### src/rtl/add_arbiter.sv
// add_arbiter: round-robin arbiter that time-shares one external combinational adder among
// NUM_REQ requesters.
//
// Each transaction runs through three steps:
//   1. The winning request is accepted and its operands are registered onto the adder.
//   2. The adder result is captured.
//   3. The result is held on the response channel until the consumer accepts it.
//
// Ports:
//   i_clk, i_rst_n          clock; asynchronous active-low reset
//   i_req_valid/o_req_ready per-requester handshake (ready is one-hot or zero)
//   i_req_a/i_req_b         packed operands, requester k at [k*DATA_WD +: DATA_WD]
//   o_add_a/o_add_b         registered operands to the shared adder
//   i_add_sum               DATA_WD+1 bit sum from the shared adder
//   o_rsp_valid/i_rsp_ready response handshake
//   o_rsp_id/o_rsp_sum      owner of the response and its registered sum
module add_arbiter #(
  parameter int unsigned DATA_WD = 16,
  parameter int unsigned NUM_REQ = 4,
  localparam int unsigned ID_WD = $clog2(NUM_REQ)
) (
  input  logic                       i_clk,
  input  logic                       i_rst_n,
  input  logic [NUM_REQ-1:0]         i_req_valid,
  output logic [NUM_REQ-1:0]         o_req_ready,
  input  logic [NUM_REQ*DATA_WD-1:0] i_req_a,
  input  logic [NUM_REQ*DATA_WD-1:0] i_req_b,
  output logic [DATA_WD-1:0]         o_add_a,
  output logic [DATA_WD-1:0]         o_add_b,
  input  logic [DATA_WD:0]           i_add_sum,
  output logic                       o_rsp_valid,
  output logic [ID_WD-1:0]           o_rsp_id,
  output logic [DATA_WD:0]           o_rsp_sum,
  input  logic                       i_rsp_ready
);

  localparam logic [1:0] IDLE = 2'd0;
  localparam logic [1:0] CALC = 2'd1;
  localparam logic [1:0] RESP = 2'd2;

  logic [1:0]         state_q, state_d;
  logic [ID_WD-1:0]   ptr_q, ptr_d;
  logic [ID_WD-1:0]   id_q, id_d;
  logic [DATA_WD-1:0] a_q, a_d;
  logic [DATA_WD-1:0] b_q, b_d;
  logic [DATA_WD:0]   sum_q, sum_d;

  // Unpacked views of the operand buses so the winner can be selected by index.
  logic [DATA_WD-1:0] req_a_arr [NUM_REQ];
  logic [DATA_WD-1:0] req_b_arr [NUM_REQ];

  for (genvar k = 0; k < NUM_REQ; k++) begin : g_unpack
    assign req_a_arr[k] = i_req_a[k*DATA_WD +: DATA_WD];
    assign req_b_arr[k] = i_req_b[k*DATA_WD +: DATA_WD];
  end

  // Round-robin search starting at ptr_q.
  logic [NUM_REQ-1:0] grant_oh;
  logic [ID_WD-1:0]   grant_id;
  logic               grant_found;
  logic [ID_WD:0]     cand;

  always_comb begin
    grant_oh    = '0;
    grant_id    = '0;
    grant_found = 1'b0;
    cand        = '0;
    for (int unsigned i = 0; i < NUM_REQ; i++) begin
      // One extra bit keeps ptr+i from overflowing before the modulo wrap.
      cand = {1'b0, ptr_q} + (ID_WD+1)'(i);
      if (cand >= (ID_WD+1)'(NUM_REQ)) begin
        cand = cand - (ID_WD+1)'(NUM_REQ);
      end
      if (!grant_found && i_req_valid[cand[ID_WD-1:0]]) begin
        grant_found                 = 1'b1;
        grant_id                    = cand[ID_WD-1:0];
        grant_oh[cand[ID_WD-1:0]]   = 1'b1;
      end
    end
  end

  // Ready is masked by reset so nothing looks accepted while reset is held.
  assign o_req_ready = (state_q == IDLE && i_rst_n) ? grant_oh : '0;

  always_comb begin
    state_d = state_q;
    ptr_d   = ptr_q;
    id_d    = id_q;
    a_d     = a_q;
    b_d     = b_q;
    sum_d   = sum_q;
    case (state_q)
      IDLE: begin
        if (grant_found) begin
          a_d     = req_a_arr[grant_id];
          b_d     = req_b_arr[grant_id];
          id_d    = grant_id;
          ptr_d   = (grant_id == ID_WD'(NUM_REQ - 1)) ? '0 : grant_id + 1'b1;
          state_d = CALC;
        end
      end
      CALC: begin
        sum_d   = i_add_sum;
        state_d = RESP;
      end
      RESP: begin
        if (i_rsp_ready) begin
          state_d = IDLE;
        end
      end
      default: state_d = IDLE;
    endcase
  end

  always_ff @(posedge i_clk or negedge i_rst_n) begin
    if (!i_rst_n) begin
      state_q <= IDLE;
      ptr_q   <= '0;
      id_q    <= '0;
      a_q     <= '0;
      b_q     <= '0;
      sum_q   <= '0;
    end else begin
      state_q <= state_d;
      ptr_q   <= ptr_d;
      id_q    <= id_d;
      a_q     <= a_d;
      b_q     <= b_d;
      sum_q   <= sum_d;
    end
  end

  assign o_add_a     = a_q;
  assign o_add_b     = b_q;
  assign o_rsp_valid = (state_q == RESP);
  assign o_rsp_id    = id_q;
  assign o_rsp_sum   = sum_q;

endmodule

### config.mk
export PLATFORM = sky130hd
export DESIGN_NAME = add_arbiter
export DESIGN_NICKNAME = d
export VERILOG_FILES = /design/src/rtl/add_arbiter.sv
export SDC_FILE = /design/constraint.sdc
export NUM_CORES = 1
export LEC_CHECK = 0
export CAP_MARGIN = 20
export CORE_UTILIZATION = 34
export DETAILED_ROUTE_END_ITERATION = 16
export PLACE_DENSITY = 0.8
export SLEW_MARGIN = 5
export SYNTH_ARGS = -nofsm -noshare
export SYNTH_HDL_FRONTEND = slang
export SYNTH_SLANG_ARGS = --single-unit
### constraint.sdc
create_clock -name i_clk -period 2.7 [get_ports i_clk]
set_input_delay 0.405 -clock i_clk [delete_from_list [all_inputs] [get_ports i_clk]]
set_output_delay 0.405 -clock i_clk [all_outputs]
set_load 0.005 [all_outputs]
### Yosys cells after proc, flatten, opt, wreduce, memory -nomap -nowiden

Cells that the tools add are included.

* add/subtract/negate cells: 8
* order comparisons: 13
* equality and inequality tests: 5
* muxes and demuxes: 43
* bitwise logic cells: 4
* reduce and logical (&&, ||, !) cells: 14

Operators by type and width (count)
* binary-select mux 16 bit (select 2 bit): 2
* 2-to-1 mux 16 bit: 4
* 2-to-1 mux 2 bit: 11
* 2-to-1 mux 4 bit: 5
* greater-or-equal comparator 3 bit (second input constant): 4
* less-than comparator 2 x 3 -> 1 bit (second input constant): 4
* 2-to-1 mux 1 bit: 12
* OR 4 bit: 3
* binary-select mux 1 bit (select 2 bit): 4
* demux 1 bit (select 2 bit): 4
* greater-or-equal comparator 2 x 1 -> 1 bit (second input constant): 4
* logical AND 1 bit: 8
* subtractor 2 x 1 -> 2 bit (second input constant): 4
* adder 2 x 2 -> 3 bit (second input constant): 2
* one-hot mux 2 bit (3 select lines): 1
* equality test 2 bit (second input constant): 2
* AND reduction 2 bit: 2
* adder 2 x 1 -> 3 bit (second input constant): 1
* greater-or-equal comparator 2 x 3 -> 1 bit (second input constant): 1
* logical NOT 1 bit: 3
* NOT 2 -> 3 bit: 1
* adder 2 x 1 -> 2 bit (second input constant): 1
* equality test 2 x 1 -> 1 bit (second input constant): 1
* logical NOT 2 bit: 1
* other kinds (2): 2

* register bits: 55
* output and inout port bits: 56
* logic and storage cells: 93

### Depth between registers and ports, before layout

Gate-level depths: netlist (run 1).

* depth after elaboration: 18
* mapped depth: 12

### Least setup slack after synthesis (run 1)

No wires, ideal clock.

* kind: register -> register
* start point: reg ptr_q[0]
* end point: reg a_q[12], in the netlist o_add_a[12]
* library setup time: 0.142 ns
* arrival: 2.540 ns
* required time: 2.558 ns
* path slack: 0.018 ns
* cell stages (with the launch flop): 13
* path buffers: 4
* period minus slack after synthesis: 2.682 ns
* cells stage by stage: dfrtp_1 -> buf_6 -> buf_2 -> inv_1 -> ha_1 -> mux4_2 -> nor2b_4 -> nand2_2 -> o211ai_4 -> buf_12 -> buf_8 -> mux2i_1 -> o221ai_1

* cells in the longest elaborated chain, start to end: 18

Ends and longest elaborated chain
* start: declaration: line 42 `logic [ID_WD-1:0] ptr_q, ptr_d;`
* start signal: assignment: line 125 `ptr_q <= ptr_d;`
* branches (longest 18 deep; another with adder 2 x 1 -> 3 bit)
* end signal: assignment: line 120 `a_q <= '0;`
* end signal: assignment: line 127 `a_q <= a_d;`
* end: declaration: line 44 `logic [DATA_WD-1:0] a_q, a_d;`

Parallel ways; which one is timed is not known. The select of a mux whose other input is x is not followed.
A chain may end at the register's enable or synchronous reset.

### Final worst setup path (run 1)

* start point: reg ptr_q[1]
* end point: reg b_q[1], in the netlist o_add_b[1]

* cells in the longest elaborated chain, start to end: 18

Ends and longest elaborated chain
* branches (longest 18 deep; another with adder 2 x 1 -> 3 bit)
* end signal: assignment: line 121 `b_q <= '0;`
* end signal: assignment: line 128 `b_q <= b_d;`
* end: declaration: line 45 `logic [DATA_WD-1:0] b_q, b_d;`

Parallel ways; which one is timed is not known. The select of a mux whose other input is x is not followed.

==> flow_metrics.py, run 1 <==
metrics = {
    "worst_setup_path": {
        "startpoint_type": "flop",
        "cp_cell_sequence": "inv_2 -> ha_4 -> mux4_2 -> nor2b_4 -> buf_4 -> buf_4 -> buf_4 -> nand2_2 -> o211ai_4 -> buf_12 -> mux2i_1 -> o221ai_1",
        "slowest_stage": "dfrtp_1",
        "reg2reg_slack_ns": 0.13,
        "crit_fanout": 30,
        "end_kind": "flop",
        "worstPathArrival_ns": 2.74,
        "r2r_end": "o_add_b[1]",
        "worstPathRequired_ns": 2.87,
        "max_stage_delay_ns": 0.38,
        "r2r_cells": 12,
        "path_class": "reg2reg",
        "cpMostUsedCell": "buf_4",
        "regToRegStartpoint": "ptr_q[1]",
    },
    "layout": {
        "layout.nets": 684,
        "drive_above_1_share": 0.1505,
        "stdcell_count": 654,
        "antenna_cells": 0,
        "syn_to_final_growth_pct": 72.47,
    },
    "floorplanning": {
        "initial_core_util": 0.3577,
        "dieArea_um2": 10310,
        "die_h_um": 101.5,
        "core-area_um2": 9415,
        "die_w_um": 101.5,
        "io_pins": 208,
        "num_rows": 35,
    },
    "timing": {
        "tightest_slew_ns": 0.8376,
        "fmax_ghz": 0.3891,
        "setup_viol": 0,
        "min_period_ns": 2.570,
        "rsz0062_at_grt": "no",
        "relSlewSlack": 0.4416,
        "finClkSkew_ns": 0.005836,
        "fin_crit_sh": 0.9519,
        "report.final.slew_viol_count": 0,
        "timing.final.hold_violations": 0,
    },
    "synth": {
        "syn-cell-area_um2": 3368,
        "yosys_warnings": 0,
        "netlist_instances": 304,
        "synthesis.nets": 463,
        "avgSynthCellArea_um2": 11.08,
        "synth_top_area_share": 0.4086,
        "ys_seq_area_frac": 0.4086,
        "synth_commonest_cells": "68 x mux2i_1, 55 x dfrtp_1, 44 x nand2_1",
        "async_flop_share": 1.000,
        "ys_types": 38,
        "ys_top_cells_by_area": "dfrtp_1 41%, mux2i_1 20%, o221ai_1 8.3%",
        "synth_top_area_cell": "dfrtp_1",
        "synth_edf_count": 0,
        "synthFlopType": "dfrtp_1",
        "ys_seq_elements": 55,
        "yosysMostFrequentCell": "mux2i_1",
    },
    "placed_design": {
        "routabilityCongestion": 0.7977,
        "io_buffer_count": 207,
        "dp_cells": 639,
        "dpl.hpwl_um": 8291,
    },
    "global_routing": {
        "track_usage": 0.2041,
        "grt_pass1_vias": 3377,
        "grt_max_degree": 56,
        "overflow": 0,
        "grt_pass1_wl_um": 16470,
        "antenna_found_initial": 0,
    },
    "clock_network": {
        "clk_pin_slew_ns": 0.09,
        "root_buffer": "clkbuf_8",
        "clock_latency_ns": 0.30,
        "clock_path_buffers": 2,
        "cts_tree": "done",
        "cts_made_buffers": 5,
        "clkSinkCount": 55,
        "cts_htree_levels": 2,
    },
    "drt": {
        "drc": 0,
        "wl_met2_um": 5894,
        "top_layer": "met4",
        "met3_length_um": 603,
        "detail_route.wl_per_cell_um": 16.49,
        "wl_met1_um": 4058,
        "dr.pass1.iters": 4,
        "wirelength_um": 10790,
        "ant_nets": 0,
        "num_vias": 3292,
        "avgViaCountPerCell": 5.034,
        "first_iter_violations": 80,
    },
    "power": {
        "cellLeakagePower_nw": 2.615,
        "powerDensity_nw_per_um2": 1048,
        "peakVddDrop_uv": 486.0,
        "finalPower_mw": 6.088,
    },
    "run": {
        "maxCapViolCount": 0,
    },
    "worst_hold_path": {
        "worstHoldPathType": "in2async",
    },
    "run_status": {
        "status": "finished, final reports clean",
    },
}
==> kinds of logic after synthesis <==
family	after synthesis	synth area share
DFF	55	0.4086
buffers and inverters	31	0.06055
adders and majority gates	7	0.02600
muxes	88	0.2756
AOI/OAI and AO/OA	59	0.1408
xor gates and xnor gates	1	0.002601
and+or+nand+nor	63	0.08581
==> flip-flops by register name, indices dropped and copies added (netlist names) <==
name	flops
state_q	2
o_rsp_sum	17
o_add_b	16
o_add_a	16
ptr_q	2
o_rsp_id	2
==> stage by stage <==
| step | utilization | worst slack [ns] | hold WS (ns) | TNS (ns) | cell area, µm² |
|---|---|---|---|---|---|
| finish | 0.6170 | 0.1298 | 0.2824 | 0 | 5809 |
| global route | 0.6170 | 0.01687 | 0.3336 | 0 | 5809 |
| CTS | 0.6144 | 0.04128 | 0.3006 | 0 | 5784 |
| detailed placement | 0.5973 | -0.2299 | 0.4631 | -1.946 | 5624 |
| global placement | 0.5973 | -0.1498 | 0.4626 | -0.8573 | 5624 |
| floorplan | - | 0.01753 | 0.1094 | 0 | 3368 |
==> power by group <==
group          total, mW  internal, mW  switching, mW  leakage, nW
Combinational       4.16          2.32           1.84         1.90
Sequential          1.47          1.26          0.214        0.666
Clock              0.457         0.202          0.255       0.0470
Total               6.09          3.78           2.31         2.61
==> layout by cell type, fill, tap and decap left out, types with 2 or more instances in the layout <==
cell type,netlist,layout
a21oi_1,10,10
a22o_1,4,4
buf_12,3,2
buf_4,3,26
buf_6,1,4
clkbuf_2,0,4
clkbuf_8,0,6
clkdlybuf4s50_1,0,198
dfrtp_1,55,55
dlygate4sd2_1,0,4
ha_1,7,6
inv_1,5,3
inv_2,0,2
mux2_2,18,18
mux2i_1,68,68
mux4_2,2,2
nand2_1,44,44
nand2b_1,5,5
nor2_1,3,3
nor3b_2,0,2
o21ai_0,3,2
o21ai_1,2,3
o221ai_1,32,32
or2_2,2,2
==> area by class of cell <==
type	instances	area [µm²]
flip-flops and latches	55	1376
clock inverters	1	5.005
multi-input cells	218	1818
inverters	5	18.77
fillers	788	3606
clock buffers	6	82.58
repair buffers	240	2347
well taps	129	161.4
==> layer usage <==
layer,vias up,global-route usage
met2,123,0.3768
met1,1586,0.2322
met5,-,0
met3,18,0.03934
met4,0,0.07469
li1,1565,-
==> critical path: cells and delay by family (launching register included) <==
kind,cells,cell delay [ns]
DFF,1,0.38
AOI/OAI and AO/OA,2,0.28
buffers and inverters,5,0.65
and+or+nand+nor,2,0.21
muxes,2,0.60
adders and majority gates,1,0.30
==> worst max path at each step <==
stage                   startpoint        endpoint  slack, ns
floorplan                 ptr_q[0]     o_add_a[12]       0.02
CTS                       ptr_q[1]  o_req_ready[0]       0.04
global placement    i_req_valid[1]  o_req_ready[2]      -0.15
finish                    ptr_q[1]      o_add_b[1]       0.13
global route              ptr_q[1]      o_add_b[1]       0.02
detailed placement  i_req_valid[3]  o_req_ready[0]      -0.23
==> timing repair <==
action                     CTS  global route
hold buffers                 0             0
cloned                       0             1
resized for setup           20             8
pin swaps                    2             2
setup endpoints to repair    4            10
buffers inserted             5             2
Power figures use the tool's default switching activity.
==> run 2, diff against run 1 <==
--- a/config.mk
+++ b/config.mk
@@ -5,9 +5,10 @@
 export SDC_FILE = /design/constraint.sdc
 export NUM_CORES = 1
 export LEC_CHECK = 0
-export CAP_MARGIN = 20
+export CORE_MARGIN = 4
 export CORE_UTILIZATION = 34
 export DETAILED_ROUTE_END_ITERATION = 16
+export GPL_ROUTABILITY_DRIVEN = 0
 export PLACE_DENSITY = 0.8
 export SLEW_MARGIN = 5
 export SYNTH_ARGS = -nofsm -noshare
==> flow_metrics.py, run 2 (synthesis gave the netlist of run 1 again) <==
metrics = {
    "clock_network": {
        "root_buffer": "clkbuf_8",
        "clkSinkCount": 55,
        "cts_made_buffers": 5,
        "cts_htree_levels": 2,
        "cts_tree": "done",
        "clk_pin_slew_ns": 0.10,
        "clock_latency_ns": 0.30,
        "clock_path_buffers": 2,
    },
    "worst_setup_path": {
        "reg2reg_slack_ns": 0.27,
        "worstPathRequired_ns": 2.30,
        "cp_cell_sequence": "clkdlybuf4s50_1 -> buf_4 -> mux4_2 -> nor2b_4 -> a22o_1 -> mux2i_1 -> a21oi_1 -> clkdlybuf4s15_1",
        "slowest_stage": "mux4_2",
        "startpoint_type": "input port",
        "end_kind": "output port",
        "crit_fanout": 9,
        "path_class": "in2out",
        "r2r_cells": 10,
        "r2r_end": "o_add_a[1]",
        "max_stage_delay_ns": 0.45,
        "regToRegStartpoint": "ptr_q[0]",
        "worstPathArrival_ns": 2.24,
    },
    "placed_design": {
        "io_buffer_count": 207,
        "dp_cells": 642,
        "dpl_worst_slack_ns": -0.2837,
        "dpl.hpwl_um": 8655,
    },
    "drt": {
        "first_iter_violations": 137,
        "num_vias": 3290,
        "ant_nets": 0,
        "dr.pass1.iters": 4,
        "drc": 0,
        "wirelength_um": 11090,
        "avgViaCountPerCell": 5.008,
        "detail_route.wl_per_cell_um": 16.88,
    },
    "layout": {
        "layout.nets": 682,
        "drive_above_1_share": 0.1489,
        "stdcell_count": 657,
        "antenna_cells": 0,
        "syn_to_final_growth_pct": 72.77,
        "largest_reg_flops": 17,
        "final_core_util": 0.5981,
        "layout_commonest_cell": "clkdlybuf4s50_1",
        "most-common-layout-cells": "201 x clkdlybuf4s50_1, 68 x mux2i_1, 55 x dfrtp_1",
    },
    "timing": {
        "finClkSkew_ns": 0.008001,
        "postLayoutSetupSlackWorst_ns": 0.05361,
        "setup_viol": 0,
        "fin_crit_sh": 0.9801,
        "min_period_ns": 2.646,
        "tightest_slew_ns": 0.8397,
        "report.final.slew_viol_count": 0,
        "setup_tns_ns": 0,
        "timing.final.hold_violations": 0,
        "fmax_ghz": 0.3779,
        "relSlewSlack": 0.4402,
    },
    "power": {
        "peakVddDrop_uv": 387.6,
        "powerDensity_nw_per_um2": 1050,
        "cellLeakagePower_nw": 2.596,
    },
    "global_routing": {
        "grt_max_degree": 56,
        "grt_use_met3": 0.03359,
        "track_usage": 0.1826,
        "top_usage_layer": "met2",
        "grt_pass1_vias": 3531,
        "overflow": 0,
        "use_met1": 0.2036,
        "grtUsageMet2": 0.3477,
        "grt_pass1_wl_um": 16930,
        "antenna_found_initial": 0,
    },
    "floorplanning": {
        "dieArea_um2": 11560,
        "io_pins": 208,
        "die_w_um": 107.5,
        "num_rows": 36,
        "core-area_um2": 9729,
        "die_h_um": 107.5,
        "initial_core_util": 0.3462,
    },
    "run_status": {
        "status": "finished, final reports clean",
    },
    "run": {
        "maxCapViolCount": 0,
    },
    "worst_hold_path": {
        "worstHoldPathType": "in2async",
    },
}
==> run 2: stage by stage <==
step           power, mW  hold slack [ns]  area, µm²
2_1_floorplan      3.918           0.1094       3368
3_3_place_gp       5.356           0.4608       5622
3_5_place_dp       5.482           0.4654       5622
4_1_cts            6.142           0.2948       5796
5_1_grt            6.548           0.3282       5819
6_report           6.108           0.2750       5819
==> run 2: worst max-delay path by stage <==
stage	start	endpoint	slack [ns]	depth (start not counted)
global route	ptr_q[1]	o_req_ready[0]	-0.04	8
detailed placement	i_req_valid[3]	o_req_ready[1]	-0.28	9
finish	i_req_valid[2]	o_req_ready[0]	0.05	8
floorplan	ptr_q[0]	o_add_a[12]	0.02	12
CTS	ptr_q[0]	o_req_ready[2]	0.0007	8
global placement	i_req_valid[1]	o_req_ready[2]	-0.14	8
==> run 2: area by class of cell <==
class                   count  area [µm²]
repair buffers            238        2323
flip-flops and latches     55        1376
fillers                   845        3910
clock buffers               7       96.34
well taps                 133       166.4
multi-input cells         218        1831
inverters                   5       18.77
clock inverters             1       7.507
==> run 2: power by group <==
group	switching, mW	internal, mW
sequential	0.214	1.26
combinational	1.82	2.31
clock	0.274	0.234
==> run 2: what timing repair did <==
item | CTS | global route
setup buffers | 5 | 2
cloned | 0 | 0
endpoints found under the setup margin | 4 | 4
endpoints found under the hold margin | 0 | 0
pin swaps | 2 | 4
hold buffers | 0 | 0
resized for setup | 15 | 12
==> run 2: critical path, delay by kind of cell <==
family	cells	cell delay, ns
buffers and inverters	3	0.82
muxes	2	0.60
AOI/OAI and AO/OA	2	0.26
and+or+nand+nor	1	0.15
==> run 2: layer usage <==
metal | wire length [µm] | vias up | share of wire
met2 | 6053 | 124 | 0.55
met1 | 4151 | 1587 | 0.37
met4 | 209 | 0 | 0.019
li1 | - | 1563 | -
met5 | 0 | - | 0
met3 | 675 | 16 | 0.061
==> run 3, diff against run 2 <==
==> constraint.sdc (replaced) <==
create_clock -name i_clk -period 2.27 [get_ports i_clk]
set_input_delay 0.3405 -clock i_clk [delete_from_list [all_inputs] [get_ports i_clk]]
set_output_delay 0.3405 -clock i_clk [all_outputs]
set_load 0.005 [all_outputs]
==> flow_metrics.py, run 3 (synthesis gave the netlist of run 1 again) <==
metrics = {
    "run_status": {
        "status": "finished, violations left",
        "violations": "negative setup slack",
    },
    "clock_network": {
        "clk_pin_slew_ns": 0.09,
        "root_buffer": "clkbuf_8",
        "cts_htree_levels": 2,
        "clkSinkCount": 55,
        "cts_hold_buf": 0,
        "clock_path_buffers": 2,
        "cts_tree": "done",
        "cts_made_buffers": 5,
        "clock_latency_ns": 0.30,
    },
    "layout": {
        "fill_cells": 782,
        "multi_input_area_um2": 2067,
        "layout_commonest_cell": "clkdlybuf4s50_1",
        "largest_reg_flops": 17,
        "most-common-layout-cells": "199 x clkdlybuf4s50_1, 54 x dfrtp_1, 46 x mux2i_1",
        "seqCellArea_um2": 1378,
        "layout.nets": 701,
        "drive_above_1_share": 0.2431,
        "antenna_cells": 0,
        "syn_to_final_growth_pct": 90.94,
        "stdcell_count": 676,
    },
    "timing": {
        "setup_viol": 39,
        "fin_crit_sh": 1.144,
        "relSlewSlack": 0.5466,
        "min_period_ns": 2.596,
        "rsz0062_at_grt": "yes",
        "timing.final.hold_violations": 0,
        "finClkSkew_ns": 0.004796,
        "postLayoutSetupSlackWorst_ns": -0.3265,
        "tightest_slew_ns": 0.6801,
        "fmax_ghz": 0.3851,
        "report.final.slew_viol_count": 0,
    },
    "global_routing": {
        "grt_pass1_vias": 3703,
        "antenna_found_initial": 0,
        "overflow": 0,
        "track_usage": 0.2025,
        "grt_pass1_wl_um": 18430,
        "grt_max_degree": 56,
    },
    "floorplanning": {
        "num_rows": 36,
        "core-area_um2": 9729,
        "die_w_um": 107.5,
        "initial_core_util": 0.3462,
        "dieArea_um2": 11560,
        "io_pins": 208,
        "die_h_um": 107.5,
    },
    "drt": {
        "drc": 0,
        "first_iter_violations": 122,
        "num_vias": 3474,
        "avgViaCountPerCell": 5.139,
        "dr.pass1.iters": 4,
        "ant_nets": 0,
        "wirelength_um": 12760,
        "detail_route.wl_per_cell_um": 18.87,
    },
    "power": {
        "powerDensity_nw_per_um2": 1398,
        "peakVddDrop_uv": 542.5,
        "cellLeakagePower_nw": 2.761,
    },
    "worst_setup_path": {
        "startpoint_type": "flop",
        "worstPathArrival_ns": 2.26,
        "path_class": "reg2out",
        "worstPathRequired_ns": 1.93,
        "end_kind": "output port",
        "crit_fanout": 4,
    },
    "placed_design": {
        "io_buffer_count": 207,
        "dpl_worst_slack_ns": -0.5830,
        "dpl.hpwl_um": 8862,
        "dp_cells": 648,
    },
    "worst_hold_path": {
        "worstHoldPathType": "in2async",
    },
    "run": {
        "maxCapViolCount": 0,
    },
}
## run 3: final timing paths
check	slack [ns]	from	to	depth (start not counted)
min in group i_clk	0.49	o_add_b[4]	o_add_b[4]	2
setup reg to reg	-0.31	ptr_q[0]	o_add_a[5]	12
setup / recovery	-0.33	ptr_q[0]	o_req_ready[2]	9
max in group asynchronous	1.57	i_rst_n	ptr_q[0]	2
hold / removal	0.22	i_rst_n	o_add_a[15]	2
hold reg to reg	0.49	o_add_b[4]	o_add_b[4]	2
## run 3: per-stage QoR
step / util / instance area, µm² / setup TNS [ns] / power, mW / hold WS, ns
6_report: 0.6610 / 6431 / -9.200 / 8.990 / 0.2184
5_1_grt: 0.6610 / 6431 / -13.50 / 9.548 / 0.2677
4_1_cts: 0.6228 / 6060 / -8.508 / 8.114 / 0.2293
3_5_place_dp: 0.5855 / 5697 / -16.11 / 6.734 / 0.4730
3_3_place_gp: 0.5855 / 5697 / -13.90 / 6.560 / 0.4595
2_1_floorplan: - / 3400 / -5.233 / 4.738 / 0.04491
## run 3: layer usage
metal | up-vias | global-route usage | wire length, µm
li1 | 1606 | - | -
met1 | 1699 | 0.2290 | 4731
met2 | 148 | 0.3885 | 7096
met3 | 21 | 0.03539 | 729
met4 | 0 | 0.05050 | 198
met5 | - | 0 | 0
## run 3: power by group
part / total (mW) / internal [mW] / switching (mW)
clock network: 0.585 / 0.279 / 0.306
logic: 6.63 / 3.86 / 2.77
registers: 1.77 / 1.50 / 0.274
total: 8.99 / 5.64 / 3.35
## run 3: worst max-delay path, stage by stage, from the launching register on
cell     delay (ns)
dfrtp_2        0.45
inv_6          0.04
ha_4           0.28
mux4_2         0.36
nor2b_4        0.16
buf_6          0.11
a22o_1         0.13
mux2i_1        0.09
a21oi_1        0.19
buf_2          0.14
## run 3: final cells by class
class | instances | area share
multi-input combinational | 218 | 0.3214
tap | 133 | 0.02588
timing repair buffer | 257 | 0.4193
inverter | 5 | 0.003696
clock buffer | 8 | 0.01556
sequential | 55 | 0.2142
## run 3: timing repair
action                                  4_1_cts  5_1_grt
gates resized for setup                      47       45
buffers inserted                             10        0
endpoints found under the setup margin       40       40
cloned                                        4        6
pin swaps                                    14        3
